`config.mk`:
```
export PLATFORM = sky130hd
export DESIGN_NAME = alu_deframer
export DESIGN_NICKNAME = d
export VERILOG_FILES = /design/src/rtl/alu_deframer.sv
export SDC_FILE = /design/constraint.sdc
export NUM_CORES = 1
export LEC_CHECK = 0
export CAP_MARGIN = 20
export CORE_UTILIZATION = 25
export DETAILED_ROUTE_END_ITERATION = 8
export GPL_ROUTABILITY_DRIVEN = 0
export SETUP_SLACK_MARGIN = 0.05
export SLEW_MARGIN = 15
export SYNTH_ARGS = -nofsm -noshare
export SYNTH_HDL_FRONTEND = slang
export SYNTH_SLANG_ARGS = --single-unit
```
`constraint.sdc`:
```
create_clock -name clk -period 5.2 [get_ports clk]
set_input_delay 0.52 -clock clk [delete_from_list [all_inputs] [get_ports clk]]
set_output_delay 0.52 -clock clk [all_outputs]
set_load 0.02 [all_outputs]
```
`src/rtl/alu_deframer.sv`:
```
// Frame deframer: checks frame length against a programmable limit and buffers
// accepted words in an 8-deep FIFO toward the consumer.
module alu_deframer (
   input  logic        clk,
   input  logic        rst_n,
   input  logic        frame,
   input  logic [31:0] frame_data,
   input  logic [4:0]  frame_len,
   input  logic        frame_len_val,
   output logic        deframe_bp,
   output logic        out_val,
   output logic [31:0] out_data,
   input  logic        out_rdy,
   output logic        frame_done,
   output logic        frame_err,
   output logic        ovf
);

   typedef enum logic [1:0] {IDLE, BODY, ERR} state_t;

   state_t      state, state_nxt;
   logic [4:0]  len_q;
   logic [5:0]  wcnt, wcnt_nxt;
   logic [5:0]  len_words;
   logic        push, done_nxt, err_nxt;

   logic [31:0] mem [8];
   logic [2:0]  wptr, rptr;
   logic [3:0]  cnt;
   logic        pop, wr;

   assign len_words = {1'b0, len_q} + 6'd1;

   always_comb begin
      state_nxt = state;
      wcnt_nxt  = wcnt;
      push      = 1'b0;
      done_nxt  = 1'b0;
      err_nxt   = 1'b0;
      unique case (state)
         IDLE: if (frame) begin
            push      = 1'b1;
            wcnt_nxt  = 6'd1;
            state_nxt = BODY;
         end
         BODY: if (frame) begin
            if (wcnt < len_words) begin
               push     = 1'b1;
               wcnt_nxt = wcnt + 6'd1;
            end else begin
               // word L+1: reject it and swallow the rest of the frame
               err_nxt   = 1'b1;
               state_nxt = ERR;
            end
         end else begin
            state_nxt = IDLE;
            if (wcnt == len_words) done_nxt = 1'b1;
            else                   err_nxt  = 1'b1;
         end
         ERR: if (!frame) state_nxt = IDLE;
         default: state_nxt = IDLE;
      endcase
   end

   // A full FIFO still accepts a word when the head leaves in the same cycle.
   assign pop = out_rdy && (cnt != 4'd0);
   assign wr  = push && ((cnt != 4'd8) || pop);

   always_ff @(posedge clk or negedge rst_n) begin
      if (!rst_n) begin
         state      <= IDLE;
         len_q      <= 5'd3;
         wcnt       <= 6'd0;
         frame_done <= 1'b0;
         frame_err  <= 1'b0;
         wptr       <= 3'd0;
         rptr       <= 3'd0;
         cnt        <= 4'd0;
         ovf        <= 1'b0;
         deframe_bp <= 1'b0;
      end else begin
         state      <= state_nxt;
         wcnt       <= wcnt_nxt;
         frame_done <= done_nxt;
         frame_err  <= err_nxt;
         if (state == IDLE && frame_len_val) len_q <= frame_len;
         if (wr)  wptr <= wptr + 3'd1;
         if (pop) rptr <= rptr + 3'd1;
         unique case ({wr, pop})
            2'b10:   cnt <= cnt + 4'd1;
            2'b01:   cnt <= cnt - 4'd1;
            default: cnt <= cnt;
         endcase
         if (push && !wr) ovf <= 1'b1;
         deframe_bp <= (cnt >= 4'd6);
      end
   end

   always_ff @(posedge clk) begin
      if (wr) mem[wptr] <= frame_data;
   end

   assign out_val  = (cnt != 4'd0);
   assign out_data = out_val ? mem[rptr] : 32'd0;

endmodule

```
==> out/metrics.yaml, run 1 <==
clock_path_buffers: 3
cts_tree: "built"
ys_types: 43
drc_errors: 0
cts-root-buf: "clkbuf_16"
hold_class: "in -> async"
grt_pass1_vias: 5877
numCtsBuffers: 29
arrival_ns: 3.40
avgSynthCellArea_um2: 20.28
wire_per_inst_um: 18.08
dr.first_iter.drc_count: 331
dpl_cell_area_mm2: 0.01281
tns_ns: 0
synth_fa_ha_area_share_pct: 1.518
final_cell_area_mm2: 0.01377
synth_top_family_by_area: "multiplexers"
ys_seq_area_share_pct: 74.60
r2r_cells: 10
p_int_mw: 5.381
reg2reg_slack_ns: 1.71
yosysWarningCount: 0
grt_first_pass_wirelength_mm: 34.91
critPathSlowestCell: "dfrtp_4"
overflow: 0
die_width_um: 213.8
fp-row-count: 77
clkSinkCount: 283
grt_antenna_before_repair: 1
synth_mux_area_share_pct: 16.78
syn_to_final_growth_pct: 22.79
r2r_start: "len_q[0]$_DFFE_PN1P_"
p_sw_mw: 2.592
coreArea_mm2: 0.04422
die-height_um: 213.8
fin_ws_ns: 1.285
max-vdd-ir-drop_uv: 283.2
cts.clk_slew.worst_paths_ns: 0.06
max_freq_mhz: 255.4
slowest_delay_ns: 0.93
initial_utilization_pct: 25.36
hpwl_mm: 13.92
maxCapViolations: 0
fin_skew_ns: 0.01507
grt_max_degree: 67
io_pins: 79
pre_cts_ws_ns: 1.505
grt.total_usage_pct: 10.18
period_minus_slack_ns: 3.915
synth_compound_area_share_pct: 1.105
first_pass_iters: 4
critPathLaunchType: "flip-flop"
wl_mm: 22.98
seqPwrFrac_pct: 41.7
place_inst: 1215
worstPathCellList: "buf_4, mux4_2, mux2i_1, nor2_1, clkdlybuf4s50_1"
most-common-layout-cells: "edfxtp_1 (256), clkdlybuf4s50_1 (78), mux4_2 (64), nor2_1 (40), mux2i_1 (35)"
final_core_util_pct: 31.13
cp_top_family: "buffers and inverters"
synth-edff-count: 256
cp.required_ns: 4.68
min_period_over_period_pct: 75.29
synth_xor_area_share_pct: 1.015
viasPerCell: 4.228
power.leakage_nw: 4.536
port-buffer-count: 78
outcome: "completed"
final_net_count: 712
drtAntennaViolNets: 0
synth_fp_nets: 608
relSlewSlack_pct: 32.87
worst_slew_pin_slew_ns: 1.007
diodes: 0
final_hold_viol_count: 0
mostFrequentLayoutCell: "edfxtp_1"
syn_area_mm2: 0.01121
synth_seq_cells: 283
ctsResizeCount: 0
critPathBufInv: 2
async_flop_share_pct: 9.541
clk_latency_ns: 0.56
vias: 5374
criticalPathCategory: "reg -> out"
cp-end-kind: "output pin"
powerDensity_mw_per_mm2: 579.1
hold_buffers: 0
grt_setup_unrepaired: "false"
cp_max_fo: 38
cts_setup_buffers: 0
synthSimpleGateAreaFrac_pct: 3.794
setup_violations: 0
synth-main-ff-cell: "edfxtp_1"
p_sw_share_pct: 32.50
combPwrFrac_pct: 34.2
slew_violations: 0
fin_cells: 1271
die_area_mm2: 0.04570
drive_above_1_share_pct: 21.50
r2r-end: "mem[6][31]$_DFFE_PP_"
h-tree-depth: 1
syn_inst: 553
clkPwrFrac_pct: 24.1
==> power by group through the flow <==
stage	Sequential, mW	Clock [mW]	Combinational, mW
after CTS	3.35	1.98	2.78
after floorplan	3.12	0	1.88
after global placement	3.38	0	2.75
final	3.33	1.92	2.72
after detailed placement	3.39	0	2.77
after global routing	3.39	2.05	2.99
==> stage by stage <==
stage	total power [mW]	hold slack, ns
global placement	6.128	0.4626
CTS	8.115	0.3673
detailed placement	6.162	0.4712
floorplan	4.999	0.2244
finish	7.973	0.3799
global route	8.426	0.4059
==> flip-flops by register name, summed over array words and instances (netlist names) <==
signal,cells
mem,256
len_q,5
state,2
wptr,3
cnt,4
frame_err,1
wcnt,6
rptr,3
ovf,1
deframe_bp,1
frame_done,1
==> layout make-up <==
| type | count | area, um2 |
|---|---|---|
| Clock buffer | 43 | 778.2 |
| Clock inverter | 10 | 92.59 |
| Fill cell | 4261 | 30450 |
| Inverter | 9 | 33.78 |
| Multi-Input combinational cell | 238 | 2773 |
| Sequential cell | 283 | 8374 |
| Tap cell | 592 | 740.7 |
| Timing Repair Buffer | 96 | 975.9 |
==> cells by family (layout without fill, tap and decap cells) <==
family,Yosys count,after routing
AO/OA/AOI/OAI,18,18
flip-flops,283,283
buffers and inverters,32,158
multiplexers,107,107
XOR/XNOR,13,13
AND/OR/NAND/NOR,87,87
adder cells (fa/ha/maj),13,13
==> worst reg2reg max path: stages (launching register included) <==
cell	delay, ns
dfstp_2	0.55
nand3_1	0.11
or2_2	0.31
ha_1	0.33
a21oi_2	0.18
o22ai_1	0.14
nor3b_4	0.18
buf_4	0.20
nand3_1	0.32
nor2_4	0.63
buf_16	0.24
==> Yosys cell counts (all sizes together), types with 2 or more instances <==
master | number | area [um2]
o21ai | 4 | 23.77
nand4 | 2 | 12.51
a21o | 2 | 15.01
xor2 | 6 | 52.55
nor2b | 2 | 12.51
mux4 | 64 | 1441
a22oi | 2 | 15.01
nor4 | 2 | 27.53
nor3 | 6 | 30.03
nand2 | 13 | 56.31
buf | 13 | 61.31
dfrtp | 25 | 625.6
mux2 | 8 | 90.08
nand2b | 4 | 25.02
nor3b | 2 | 26.28
ha | 12 | 150.1
nor2 | 43 | 161.4
or2 | 2 | 12.51
mux2i | 35 | 350.3
inv | 9 | 33.78
clkbuf | 10 | 37.54
edfxtp | 256 | 7687
a21oi | 4 | 23.77
xnor2 | 7 | 61.31
nand3 | 9 | 45.04
dfstp | 2 | 52.55
==> per-layer routing <==
layer	up-vias	share of wire (%)	track usage (%)
met1	2810	45	13.21
met3	33	4.3	1.801
met5	-	0.052	0
met4	2	1.9	3.005
met2	96	49	17.34
li1	2433	-	-
==> worst max-delay path by stage <==
stage | slack (ns) | from | to | cells after the start
floorplan | 0.42 | len_q[0]$_DFFE_PN1P_ | mem[2][0]$_DFFE_PP_ | 9
global placement | 1.55 | len_q[0]$_DFFE_PN1P_ | mem[6][16]$_DFFE_PP_ | 10
detailed placement | 1.51 | len_q[0]$_DFFE_PN1P_ | mem[6][16]$_DFFE_PP_ | 10
CTS | 1.14 | rptr[0]$_DFFE_PN0P_ | out_data[0] | 5
global route | 1.04 | rptr[0]$_DFFE_PN0P_ | out_data[9] | 5
finish | 1.28 | rptr[0]$_DFFE_PN0P_ | out_data[0] | 5
(Power assumes the default switching activity.)
==> run 2, diff against run 1 <==
- clock period: 5.2 -> 3.4 ns (I/O delays scaled with it)
==> out/metrics.yaml, run 2 (same netlist as run 1, synthesis figures left out) <==
port-buffer-count: 78  # unchanged
overflow: 0  # unchanged
r2r-end: "cnt[3]$_DFFE_PN0P_"  # was mem[6][31]$_DFFE_PP_
drtAntennaViolNets: 0  # unchanged
io_pins: 79  # unchanged
most-common-layout-cells: "edfxtp_1 (256), clkdlybuf4s50_1 (78), mux4_2 (64), nor2_1 (40), mux2i_1 (35)"  # unchanged
max_freq_mhz: 312.6
reg2reg_slack_ns: 0.27  # was 1.71 ns
wire_per_inst_um: 18.80  # was 18.08 um
multi_input_area_mm2: 0.002833  # was 0.002773 mm2
coreArea_mm2: 0.04422  # unchanged
min_period_over_period_pct: 94.08
first_pass_iters: 6  # was 4
grt_setup_unrepaired: "false"  # unchanged
criticalPathCategory: "reg -> out"  # unchanged
clkSinkCount: 283  # unchanged
dr.first_iter.drc_count: 273  # was 331
fin_total_pwr_mw: 12.58  # was 7.973 mW
largest_register_ffs: 256  # unchanged
die-height_um: 213.8  # unchanged
cts-root-buf: "clkbuf_16"  # unchanged
vias: 5513  # was 5374
critPathSlowestCell: "clkdlybuf4s50_1"  # was dfrtp_4
arrival_ns: 2.86  # was 3.40 ns
regMostFlops: "mem"  # unchanged
syn_to_final_growth_pct: 25.68  # was 22.79%
num-fill-cells: 4216  # was 4261
powerDensity_mw_per_mm2: 892.8  # was 579.1 mW/mm2
cts.clk_slew.worst_paths_ns: 0.06  # about the same
cp-end-kind: "output pin"  # unchanged
h-tree-depth: 1  # unchanged
fin_ws_ns: 0.2014  # was 1.285 ns
pre_cts_ws_ns: 0.1774  # was 1.505 ns
grt_antenna_before_repair: 2  # was 1
slew_violations: 0  # unchanged
power.leakage_nw: 4.672  # was 4.536 nW
fin_skew_ns: 0.01943  # was 0.01507 ns
grt.total_usage_pct: 10.77  # was 10.18%
outcome: "completed"  # unchanged
fp-row-count: 77  # unchanged
hold_buffers: 0  # unchanged
relSlewSlack_pct: 50.55  # was 32.87%
reg_top3: "mem (256), wcnt (6), len_q (5)"  # unchanged
mostFrequentLayoutCell: "edfxtp_1"  # unchanged
period_minus_slack_ns: 3.199
drive_above_1_share_pct: 24.14  # was 21.50%
viasPerCell: 4.277  # was 4.228
final_hold_viol_count: 0  # unchanged
fin_cells: 1289  # was 1271
place_inst: 1228  # was 1215
slowest_delay_ns: 0.57  # was 0.93 ns
cp_max_fo: 12  # was 38
initial_utilization_pct: 25.36  # unchanged
area.sequential_mm2: 0.008374  # unchanged
setup_violations: 0  # unchanged
clock_path_buffers: 3  # unchanged
numCtsBuffers: 30  # was 29
final_net_count: 729  # was 712
hold_class: "in -> async"  # unchanged
grt_first_pass_wirelength_mm: 36.81  # was 34.91 mm
maxCapViolations: 0  # unchanged
die_area_mm2: 0.04570  # unchanged
worstSetupEndpoint: "out_data[30]"  # was out_data[0]
grt_pass1_vias: 5903  # was 5877
cts_tree: "built"  # unchanged
hpwl_mm: 15.06  # was 13.92 mm
max-vdd-ir-drop_uv: 412.7  # was 283.2 uV
ctsResizeCount: 0  # unchanged
r2r_start: "len_q[0]$_DFFE_PN1P_"  # unchanged
worst_slew_pin_slew_ns: 0.7402  # was 1.007 ns
die_width_um: 213.8  # unchanged
cp.required_ns: 3.06  # was 4.68 ns
critPathLaunchType: "flip-flop"  # unchanged
cp-startpoint: "rptr[0]$_DFFE_PN0P_"  # unchanged
tns_ns: 0  # unchanged
worstPathCellList: "buf_4, mux4_2, mux2i_1, nor2_1, clkdlybuf4s50_1"  # unchanged
wl_mm: 24.23  # was 22.98 mm
grt_max_degree: 31  # was 67
clk_latency_ns: 0.54  # was 0.56 ns
drc_errors: 0  # unchanged
r2r_cells: 14  # was 10
[run 2: worst min path at each step]
stage	startpoint	end	slack, ns	depth (start not counted)
2_1_floorplan	rst_n	cnt[0]$_DFFE_PN0P_	0.04	0
3_3_place_gp	ovf$_DFFE_PN0P_	ovf$_DFFE_PN0P_	0.48	1
3_5_place_dp	ovf$_DFFE_PN0P_	ovf$_DFFE_PN0P_	0.48	1
4_1_cts	rst_n	ovf$_DFFE_PN0P_	0.18	2
5_1_grt	rst_n	frame_done$_DFF_PN0_	0.21	2
6_report	rst_n	wcnt[1]$_DFFE_PN0P_	0.18	2
[run 2: timing repair]
item	in CTS	in global routing
endpoints found under the hold margin	0	0
setup endpoints to repair	0	5
buffers inserted	0	6
[run 2: layer usage]
metal	up-vias	track usage, %	part of all wire (%)
met2	110	18.10	50
met5	-	0	0.10
met3	29	1.948	3.9
li1	2484	-	-
met4	4	2.414	1.6
met1	2886	14.46	45
[run 2: report_power, final]
group | leakage, nW | internal [mW] | total [mW] | switching (mW)
logic | 1.59 | 2.28 | 4.67 | 2.39
registers | 2.65 | 4.48 | 4.89 | 0.415
clock network | 0.438 | 1.74 | 3.02 | 1.27
total | 4.67 | 8.50 | 12.6 | 4.08
[run 2: stage by stage]
step / hold WS [ns] / utilization [%] / instance area [um2]
2_1_floorplan: 0.04441 / - / 11320
3_3_place_gp: 0.4781 / 29.70 / 13140
3_5_place_dp: 0.4843 / 29.70 / 13140
4_1_cts: 0.1834 / 31.76 / 14040
5_1_grt: 0.2117 / 31.86 / 14090
6_report: 0.1807 / 31.87 / 14090
[run 2: area by class of cell]
| class | count | area share [%] |
|---|---|---|
| diodes | 1 | 0.01776 |
| clock buffers | 41 | 5.771 |
| clock inverters | 13 | 0.6837 |
| inverters | 9 | 0.2397 |
| multi-input cells | 238 | 20.10 |
| flip-flops and latches | 283 | 59.42 |
| well taps | 592 | 5.256 |
| repair buffers | 112 | 8.506 |
[run 2: critical path: cells and delay by family, from the launching register on]
kind | cells | cell delay (ns)
buf+inv | 2 | 0.85
flops | 1 | 0.56
mux | 2 | 0.83
simple gates | 1 | 0.07
